## config.mk

```make
export PLATFORM = sky130hd
export DESIGN_NAME = fp_accum_seq
export DESIGN_NICKNAME = d
export VERILOG_FILES = /design/src/rtl/fp_pkg.sv /design/src/rtl/fp_accum_seq.sv
export SDC_FILE = /design/constraint.sdc
export NUM_CORES = 1
export LEC_CHECK = 0
export ABC_AREA = 1
export ABC_CLOCK_PERIOD_IN_PS = 4200
export BUFFER_PORTS_ARGS = -buffer_cell sky130_fd_sc_hd__buf_2
export CAP_MARGIN = 20
export CORE_ASPECT_RATIO = 1.1
export CORE_MARGIN = 2
export CORE_UTILIZATION = 45
export CTS_BUF_LIST = sky130_fd_sc_hd__clkbuf_16
export DETAILED_ROUTE_END_ITERATION = 12
export PLACE_DENSITY = 0.74
export SLEW_MARGIN = 20
export SYNTH_ARGS = -nofsm -noshare
export SYNTH_HDL_FRONTEND = slang
export SYNTH_SLANG_ARGS = --single-unit
```

## constraint.sdc

```tcl
create_clock -name clk -period 4.2 [get_ports clk]
set_input_delay 0.84 -clock clk [delete_from_list [all_inputs] [get_ports clk]]
set_output_delay 0.84 -clock clk [all_outputs]
set_load 0.005 [all_outputs]
```

## src/rtl/fp_pkg.sv

```systemverilog
// Shared single-precision constants and the accumulator sequencer state set.
// Imported by fp_accum_seq.
package fp_pkg;

  localparam int EXP_W  = 8;
  localparam int MANT_W = 23;
  localparam int FP_W   = 1 + EXP_W + MANT_W;

  localparam logic [FP_W-1:0] FP_POS_ZERO = 32'h0000_0000;

  typedef enum logic [1:0] {
    ST_IDLE      = 2'd0,
    ST_WAIT_IN   = 2'd1,
    ST_WAIT_DONE = 2'd2,
    ST_RELEASE   = 2'd3
  } state_t;

endpackage

```

## src/rtl/fp_accum_seq.sv

```systemverilog
// Folds a stream of singles into one sum through an external enable/done adder.
// Optional macro FP_ACCUM_BYPASS_FIRST_EN loads the first operand without an add.
module fp_accum_seq
  import fp_pkg::*;
#(
  parameter int COUNT_W = 8
) (
  input  logic               clk,
  input  logic               reset_n,
  input  logic               start,
  input  logic [COUNT_W-1:0] num_ops,
  input  logic [FP_W-1:0]    in_data,
  input  logic               in_valid,
  output logic               in_ready,
  output logic [FP_W-1:0]    add_dataa,
  output logic [FP_W-1:0]    add_datab,
  output logic               add_enable,
  input  logic               add_done,
  input  logic [FP_W-1:0]    add_result,
  output logic [FP_W-1:0]    sum,
  output logic               sum_valid,
  output logic               busy
);

  localparam logic [COUNT_W-1:0] ONE = COUNT_W'(1);

  state_t             state;
  state_t             state_nxt;
  logic [FP_W-1:0]    acc;
  logic [COUNT_W-1:0] remaining;
  logic               bypass;
  logic               last;

  assign last = (remaining == ONE);

`ifdef FP_ACCUM_BYPASS_FIRST_EN
  logic first;

  always_ff @(posedge clk) begin
    if (!reset_n) begin
      first <= 1'b0;
    end else if (state == ST_IDLE && start) begin
      first <= 1'b1;
    end else if (state == ST_WAIT_IN && in_valid) begin
      first <= 1'b0;
    end
  end

  assign bypass = first;
`else
  assign bypass = 1'b0;
`endif

  always_ff @(posedge clk) begin
    if (!reset_n) begin
      state <= ST_IDLE;
    end else begin
      state <= state_nxt;
    end
  end

  always_comb begin
    state_nxt = state;
    unique case (state)
      ST_IDLE: begin
        if (start && num_ops != '0)
          state_nxt = ST_WAIT_IN;
      end
      ST_WAIT_IN: begin
        if (in_valid) begin
          if (!bypass)
            state_nxt = ST_WAIT_DONE;
          else if (last)
            state_nxt = ST_IDLE;
        end
      end
      ST_WAIT_DONE: begin
        if (add_done)
          state_nxt = ST_RELEASE;
      end
      ST_RELEASE: begin
        if (!add_done)
          state_nxt = (remaining == '0) ? ST_IDLE
                                        : ST_WAIT_IN;
      end
      default: state_nxt = ST_IDLE;
    endcase
  end

  assign in_ready = (state == ST_WAIT_IN);
  assign busy     = (state != ST_IDLE);

  always_ff @(posedge clk) begin
    if (!reset_n) begin
      add_enable <= 1'b0;
      add_dataa  <= FP_POS_ZERO;
      add_datab  <= FP_POS_ZERO;
      sum        <= FP_POS_ZERO;
      sum_valid  <= 1'b0;
      acc        <= FP_POS_ZERO;
      remaining  <= '0;
    end else begin
      sum_valid <= 1'b0;
      unique case (state)
        ST_IDLE: begin
          if (start) begin
            remaining <= num_ops;
            acc       <= FP_POS_ZERO;
            if (num_ops == '0) begin
              sum       <= FP_POS_ZERO;
              sum_valid <= 1'b1;
            end
          end
        end
        ST_WAIT_IN: begin
          if (in_valid && bypass) begin
            acc       <= in_data;
            remaining <= remaining - ONE;
            if (last) begin
              sum       <= in_data;
              sum_valid <= 1'b1;
            end
          end else if (in_valid) begin
            add_dataa  <= acc;
            add_datab  <= in_data;
            add_enable <= 1'b1;
          end
        end
        ST_WAIT_DONE: begin
          if (add_done) begin
            acc        <= add_result;
            remaining  <= remaining - ONE;
            add_enable <= 1'b0;
          end
        end
        ST_RELEASE: begin
          // done must fall before the next issue or the adder sees a stale handshake
          if (!add_done && remaining == '0) begin
            sum       <= acc;
            sum_valid <= 1'b1;
          end
        end
        default: ;
      endcase
    end
  end

endmodule

```

==> results.py, run 1 <==
metrics = {
    "sta": {
        "finalCriticalPeriod_ns": 2.54,
        "fin_crit_sh_pct": 60.4,
        "skew_ns": 0.00789,
        "rsz0062_at_grt": "no",
        "fmax_ghz": 0.394,
        "slew_violations": 0,
        "tightest_slew_ns": 1.06,
        "setup_violations": 0,
        "hold_viol": 0,
        "fin_tns_setup_ns": 0,
        "maxSlewHeadroom_pct": 29.0,
    },
    "global_routing": {
        "grt_start_max_net_pins": 65,
        "first_global_vias": 4796,
        "grt_pass1_wl_mm": 23.1,
        "antenna_found_initial": 0,
        "grt_overflow": 0,
        "track_usage_pct": 21.1,
    },
    "critical_path": {
        "path_buf_inv": 2,
        "cp_slowest_cell": "ha_2",
        "path_class": "flip-flop to flip-flop",
        "crit_path_frequent_cell": "nand2_1",
        "end_kind": "flip-flop",
        "path_max_fanout": 41,
        "slowest_delay_ns": 0.76,
        "critPathLaunchType": "flip-flop",
        "crit_required_ns": 4.55,
        "cp_cell_sequence": "inv_1, ha_2, nand2_1, nand2_1, nor2_4, inv_2, nand2_1, a21oi_1",
        "critPathTopFamily": "adder cells",
        "cp.arrival_ns": 2.88,
        "r2r_slack_ns": 1.66,
    },
    "power": {
        "p_int_uw": 3440,
        "powerDensity_nw_per_um2": 788,
        "vdd_drop_max_v": 0.000418,
        "power.switching_uw": 2210,
        "total_leakage_power_uw": 0.00324,
        "finalPower_uw": 5650,
        "pwr-share-clk_pct": 26.1,
        "swShare_pct": 39.1,
        "power_frac_seq_pct": 34.0,
        "combinationalPowerShare_pct": 39.9,
    },
    "synthesis": {
        "ys_seq_area_share_pct": 48.4,
        "syn_inst": 781,
        "synth_edf_count": 0,
        "yosysTopAreaCell": "dfxtp_1",
        "syn_nets": 863,
        "async_flop_share_pct": 0,
        "syn-cell-area_um2": 5790,
        "yosys_warnings": 0,
        "synth_commonest_cells": "nor2_1 (176), dfxtp_1 (140), nand2_1 (138)",
        "yosysMostFrequentCell": "nor2_1",
        "ys_ff_latch": 140,
        "synth.distinct_cells": 24,
        "avgSynthCellArea_um2": 7.41,
        "synthTopCellsByArea": "dfxtp_1 (48%), nor2_1 (11%), nand2_1 (8.9%), o21ai_0 (6.7%), nand3_1 (5.7%)",
        "synth_ff_type": "dfxtp_1",
        "synth_top_area_share_pct": 48.4,
    },
    "placement": {
        "io_buffers": 176,
        "dp_hpwl_mm": 9.42,
        "gp_congestion": 0.805,
    },
    "detailed_routing": {
        "via_count": 5404,
        "routed_wl_mm": 14.7,
        "viasPerCell": 4.93,
        "dr.pass1.iters": 5,
        "route.detailed.drc": 0,
        "drt-initial-drc-count": 384,
        "wire_per_inst_um": 13.4,
        "postRouteAntennaNets": 0,
    },
    "layout": {
        "final_layout_size_suffix_gt1_share_pct": 27.2,
        "area_growth_pct": 23.9,
        "diodes": 0,
        "layout.nets": 1008,
        "n_fill_cell": 1229,
    },
    "cts": {
        "cts.sinks": 140,
        "post_cts_buffers": 0,
        "htreeDepth": 4,
        "cts_made_buffers": 17,
        "cts.root.buffer_cell": "clkbuf_16",
        "cts.clk_slew.worst_paths_ns": 0.06,
        "clock_path_buffers": 2,
        "clkLatencyLatePin_ns": 0.42,
        "hold_buffers": 0,
        "postCtsResizedCells": 0,
        "cts_tree": "built",
    },
    "floorplan": {
        "chipHeight_um": 123,
        "die_w_um": 112,
        "dieArea_um2": 13800,
        "start_util_pct": 46.0,
        "ios": 177,
        "core_um2": 12600,
        "rows": 43,
    },
    "flow_run": {
        "drv_cap": 0,
    },
    "worst_hold_path": {
        "hp-class": "flip-flop to flip-flop",
    },
    "outcome": {
        "status": "finished, final reports clean",
    },
}
-- cells by family (layout without fill, tap and decap cells) --
group	Yosys count	after routing	synth area share, %
simple gates	393	393	27.8
compound gates	155	155	14.7
flops	140	140	48.4
buf+inv	88	246	7.99
fa+ha+maj	5	5	1.08
-- worst paths after layout --
path	depth (start not counted)	to	from
setup / recovery	8	acc[15]$_SDFFE_PN0P_	state[0]$_SDFFE_PN0P_
setup reg to reg	8	acc[15]$_SDFFE_PN0P_	state[0]$_SDFFE_PN0P_
hold / removal	2	add_dataa[29]$_SDFFE_PN0P_	add_dataa[29]$_SDFFE_PN0P_
hold reg to reg	2	add_dataa[29]$_SDFFE_PN0P_	add_dataa[29]$_SDFFE_PN0P_
-- metrics by stage --
step	hold slack, ns	cell area [µm²]	instances	setup slack [ns]	utilization [%]
detailed placement	0.465	6590	1064	1.51	52.3
global route	0.489	7170	1096	1.41	57.0
CTS	0.474	7170	1096	1.63	56.9
global placement	0.457	6590	1064	1.55	52.3
floorplan	0.448	5790	781	2.42	-
finish	0.474	7170	1096	1.66	57.0
-- layer usage --
metal	GRT usage [%]	vias up	wire length (µm)	part of all wire [%]
met1	26.2	2449	6480	44
met2	35.3	140	7280	49
met3	4.71	19	675	4.6
met4	9.98	0	274	1.9
met5	0	-	0	0
li1	-	2796	-	-
-- final cells by class --
| type | instances | area (µm²) | share of cell area (%) |
|---|---|---|---|
| well taps | 157 | 196 | 2.74 |
| inverters | 29 | 109 | 1.52 |
| flip-flops and latches | 140 | 2800 | 39.1 |
| clock inverters | 15 | 156 | 2.18 |
| clock buffers | 17 | 425 | 5.93 |
| multi-input cells | 553 | 2530 | 35.3 |
| repair buffers | 185 | 948 | 13.2 |
-- sequential cells by signal (all words and copies together) (netlist names) --
| register | flops |
|---|---|
| add_dataa | 32 |
| sum | 32 |
| state | 2 |
| sum_valid | 1 |
| add_datab | 32 |
| acc | 32 |
| add_enable | 1 |
| remaining | 8 |
-- placed cells by master, fill, tap and decap left out --
master and instances:
ha_2 1, clkinvlp_4 5, nand3_2 1, dfxtp_1 140
o21ai_1 2, nand2_1 137, nand2_4 2, ha_1 4
inv_1 22, nand2_2 5, nor2_2 4, inv_2 8
bufinv_16 3, nand3_1 66, buf_2 176, clkbuf_16 17
nor2_1 176, o21ai_0 78, nor2_4 2, a211oi_1 1
buf_4 9, clkinv_1 4, a21oi_1 54, a21oi_2 20
clkinv_2 2
-- power groups by stage --
stage	Clock, µW	Combinational (µW)	Sequential, µW
floorplan	0	1760	1960
global placement	0	2210	1940
detailed placement	0	2250	1950
CTS	1500	2260	1920
global route	1560	2520	1970
finish	1480	2250	1920
-- tightest hold or removal path, cell delays in order (launching register included) --
cell	delay, ns
dfxtp_1	0.32
nor2_1	0.04
nor2_1	0.08
Power figures use the tool's default switching activity.
==> run 2, diff against run 1 <==
Settings changed: ABC_AREA 1 to 0, ABC_CLOCK_PERIOD_IN_PS 4200 to 2200, PLACE_DENSITY 0.74 to 0.77.
Clock period 4.2 ns to 2.2 ns, I/O delays scaled along.
==> results.py, run 2 <==
metrics = {
    "detailed_routing": {
        "drt-initial-drc-count": 303,
        "via_count": 6112,
        "routed_wl_mm": 16.9,
        "viasPerCell": 5.50,
        "wire_per_inst_um": 15.2,
        "dr.pass1.iters": 5,
        "postRouteAntennaNets": 0,
        "route.detailed.drc": 0,
    },
    "cts": {
        "cts_tree": "built",
        "hold_buffers": 0,
        "cts.clk_slew.worst_paths_ns": 0.06,
        "postCtsResizedCells": 0,
        "cts.root.buffer_cell": "clkbuf_16",
        "htreeDepth": 4,
        "cts.sinks": 140,
        "cts_made_buffers": 17,
        "clock_path_buffers": 2,
        "clkLatencyLatePin_ns": 0.42,
        "post_cts_buffers": 0,
    },
    "synthesis": {
        "synthTopCellsByArea": "dfxtp_1 (47%), nand2_1 (15%), a21oi_1 (8.8%), nand3_1 (5.4%), o21a_1 (4.2%)",
        "yosysTopAreaCell": "dfxtp_1",
        "synth_top_area_share_pct": 46.5,
        "async_flop_share_pct": 0,
        "ys_ff_latch": 140,
        "synth_ff_type": "dfxtp_1",
        "yosysMostFrequentCell": "nand2_1",
        "yosys_warnings": 0,
        "syn_nets": 869,
        "syn_inst": 787,
        "synth_commonest_cells": "nand2_1 (233), dfxtp_1 (140), a21oi_1 (106)",
        "synth_edf_count": 0,
        "syn-cell-area_um2": 6020,
        "avgSynthCellArea_um2": 7.65,
        "synth.distinct_cells": 40,
        "ys_seq_area_share_pct": 46.5,
    },
    "flow_run": {
        "drv_cap": 0,
    },
    "power": {
        "total_leakage_power_uw": 0.00298,
        "vdd_drop_max_v": 0.000531,
        "powerDensity_nw_per_um2": 1080,
    },
    "layout": {
        "area_growth_pct": 27.4,
        "final_common_cell": "nand2_1",
        "final_layout_size_suffix_gt1_share_pct": 26.0,
        "layout_common_cells": "nand2_1 (232), buf_2 (176), dfxtp_1 (140)",
        "layout.nets": 1020,
        "n_fill_cell": 1232,
        "finalNonFillerCells": 1112,
        "diodes": 0,
    },
    "global_routing": {
        "first_global_vias": 5507,
        "antenna_found_initial": 0,
        "grt_overflow": 0,
        "grt_pass1_wl_mm": 27.2,
        "track_usage_pct": 23.4,
        "grt_start_max_net_pins": 80,
    },
    "floorplan": {
        "start_util_pct": 45.8,
        "core_um2": 13200,
        "ios": 177,
        "chipHeight_um": 125,
        "rows": 44,
        "die_w_um": 114,
        "dieArea_um2": 14300,
    },
    "sta": {
        "tightest_slew_ns": 0.589,
        "hold_viol": 0,
        "skew_ns": 0.00643,
        "holdWs_ns": 0.260,
        "fin_tns_setup_ns": 0,
        "fin_crit_sh_pct": 89.3,
        "slew_violations": 0,
        "finalCriticalPeriod_ns": 1.96,
        "rsz0062_at_grt": "no",
        "maxSlewHeadroom_pct": 59.7,
        "setup_violations": 0,
        "fmax_ghz": 0.509,
    },
    "critical_path": {
        "path_class": "flip-flop to flip-flop",
        "cp-startpoint": "state[0]$_SDFFE_PN0P_",
        "worstReg2RegStart": "state[0]$_SDFFE_PN0P_",
        "path_max_fanout": 51,
        "cp.arrival_ns": 2.31,
        "crit_required_ns": 2.55,
        "critPathLaunchType": "flip-flop",
        "end_kind": "flip-flop",
    },
    "placement": {
        "io_buffers": 176,
        "dp.cells": 1080,
        "gp_congestion": 0.795,
        "dp_hpwl_mm": 10.9,
    },
    "worst_hold_path": {
        "hp-class": "input pin to flip-flop",
        "hold_start": "in_data[19]",
    },
    "outcome": {
        "status": "finished, final reports clean",
    },
}
-- run 2: cell count changes in the layout (fill, tap and decap cells not counted), sizes merged, moves of 7 or more --
| cell | previous run | this run |
|---|---|---|
| nor3 | 0 | 7 |
| nand2 | 144 | 233 |
| nor2 | 182 | 8 |
| buf | 185 | 203 |
| inv | 30 | 9 |
| nor2b | 0 | 7 |
| nand4 | 0 | 32 |
| o21ai | 80 | 8 |
| o21a | 0 | 34 |
| a31oi | 0 | 36 |
| a21oi | 74 | 106 |
-- run 2: cell type report --
class | instances | area [µm²] | area share (%)
multi-input combinational | 569 | 2940 | 38.3
sequential | 140 | 2800 | 36.5
timing repair buffer | 203 | 1150 | 14.9
clock buffer | 17 | 425 | 5.54
tap | 161 | 201 | 2.63
clock inverter | 15 | 134 | 1.74
inverter | 7 | 28.8 | 0.375
-- run 2: per-stage QoR --
stage | utilization [%] | setup slack [ns] | area, µm² | power (µW)
3_5_place_dp | 54.1 | 0.251 | 7110 | 5650
3_3_place_gp | 54.1 | 0.286 | 7110 | 5630
2_1_floorplan | - | 0.362 | 6020 | 4690
6_report | 58.3 | 0.236 | 7670 | 8320
5_1_grt | 58.3 | 0.0831 | 7670 | 8750
4_1_cts | 58.3 | 0.239 | 7670 | 8340
-- run 2: critical path, cell delays in order, from the launching register on --
cell and delay, ns:
dfxtp_1 0.33, inv_1 0.13, ha_2 0.25, buf_4 0.47
nor2b_1 0.24, nor3b_1 0.21, o21ai_0 0.13, a21oi_1 0.12
-- run 2: path summary, 6_finish.rpt --
path	slack (ns)	to	cells past startpoint
min reg2reg	0.45	add_datab[12]$_SDFFE_PN0P_	2
min	0.26	add_datab[19]$_SDFFE_PN0P_	3
max reg2reg	0.24	remaining[5]$_SDFFE_PN0P_	7
max	0.24	remaining[5]$_SDFFE_PN0P_	7
-- run 2: logic make-up (layout without fill, tap and decap cells) --
kind of cell,Yosys count,count (layout),share of synthesized area (%)
simple gates,369,369,27.8
compound gates,193,193,18.7
flops,140,140,46.5
buf+inv,78,242,5.55
fa+ha+maj,5,5,1.04
mux,2,2,0.353
-- run 2: where the power goes --
part	internal, µW	switching, µW	total [µW]
clock network	1640	1060	2700
logic	891	1740	2630
registers	2760	220	2980
total	5290	3020	8320
-- run 2: per-layer routing --
| layer | global-route usage (%) | vias up | wire, µm |
|---|---|---|---|
| li1 | - | 3028 | - |
| met1 | 29.7 | 2835 | 7360 |
| met2 | 38.4 | 229 | 8210 |
| met3 | 5.48 | 20 | 1060 |
| met4 | 9.33 | 0 | 289 |
| met5 | 0 | - | 0 |
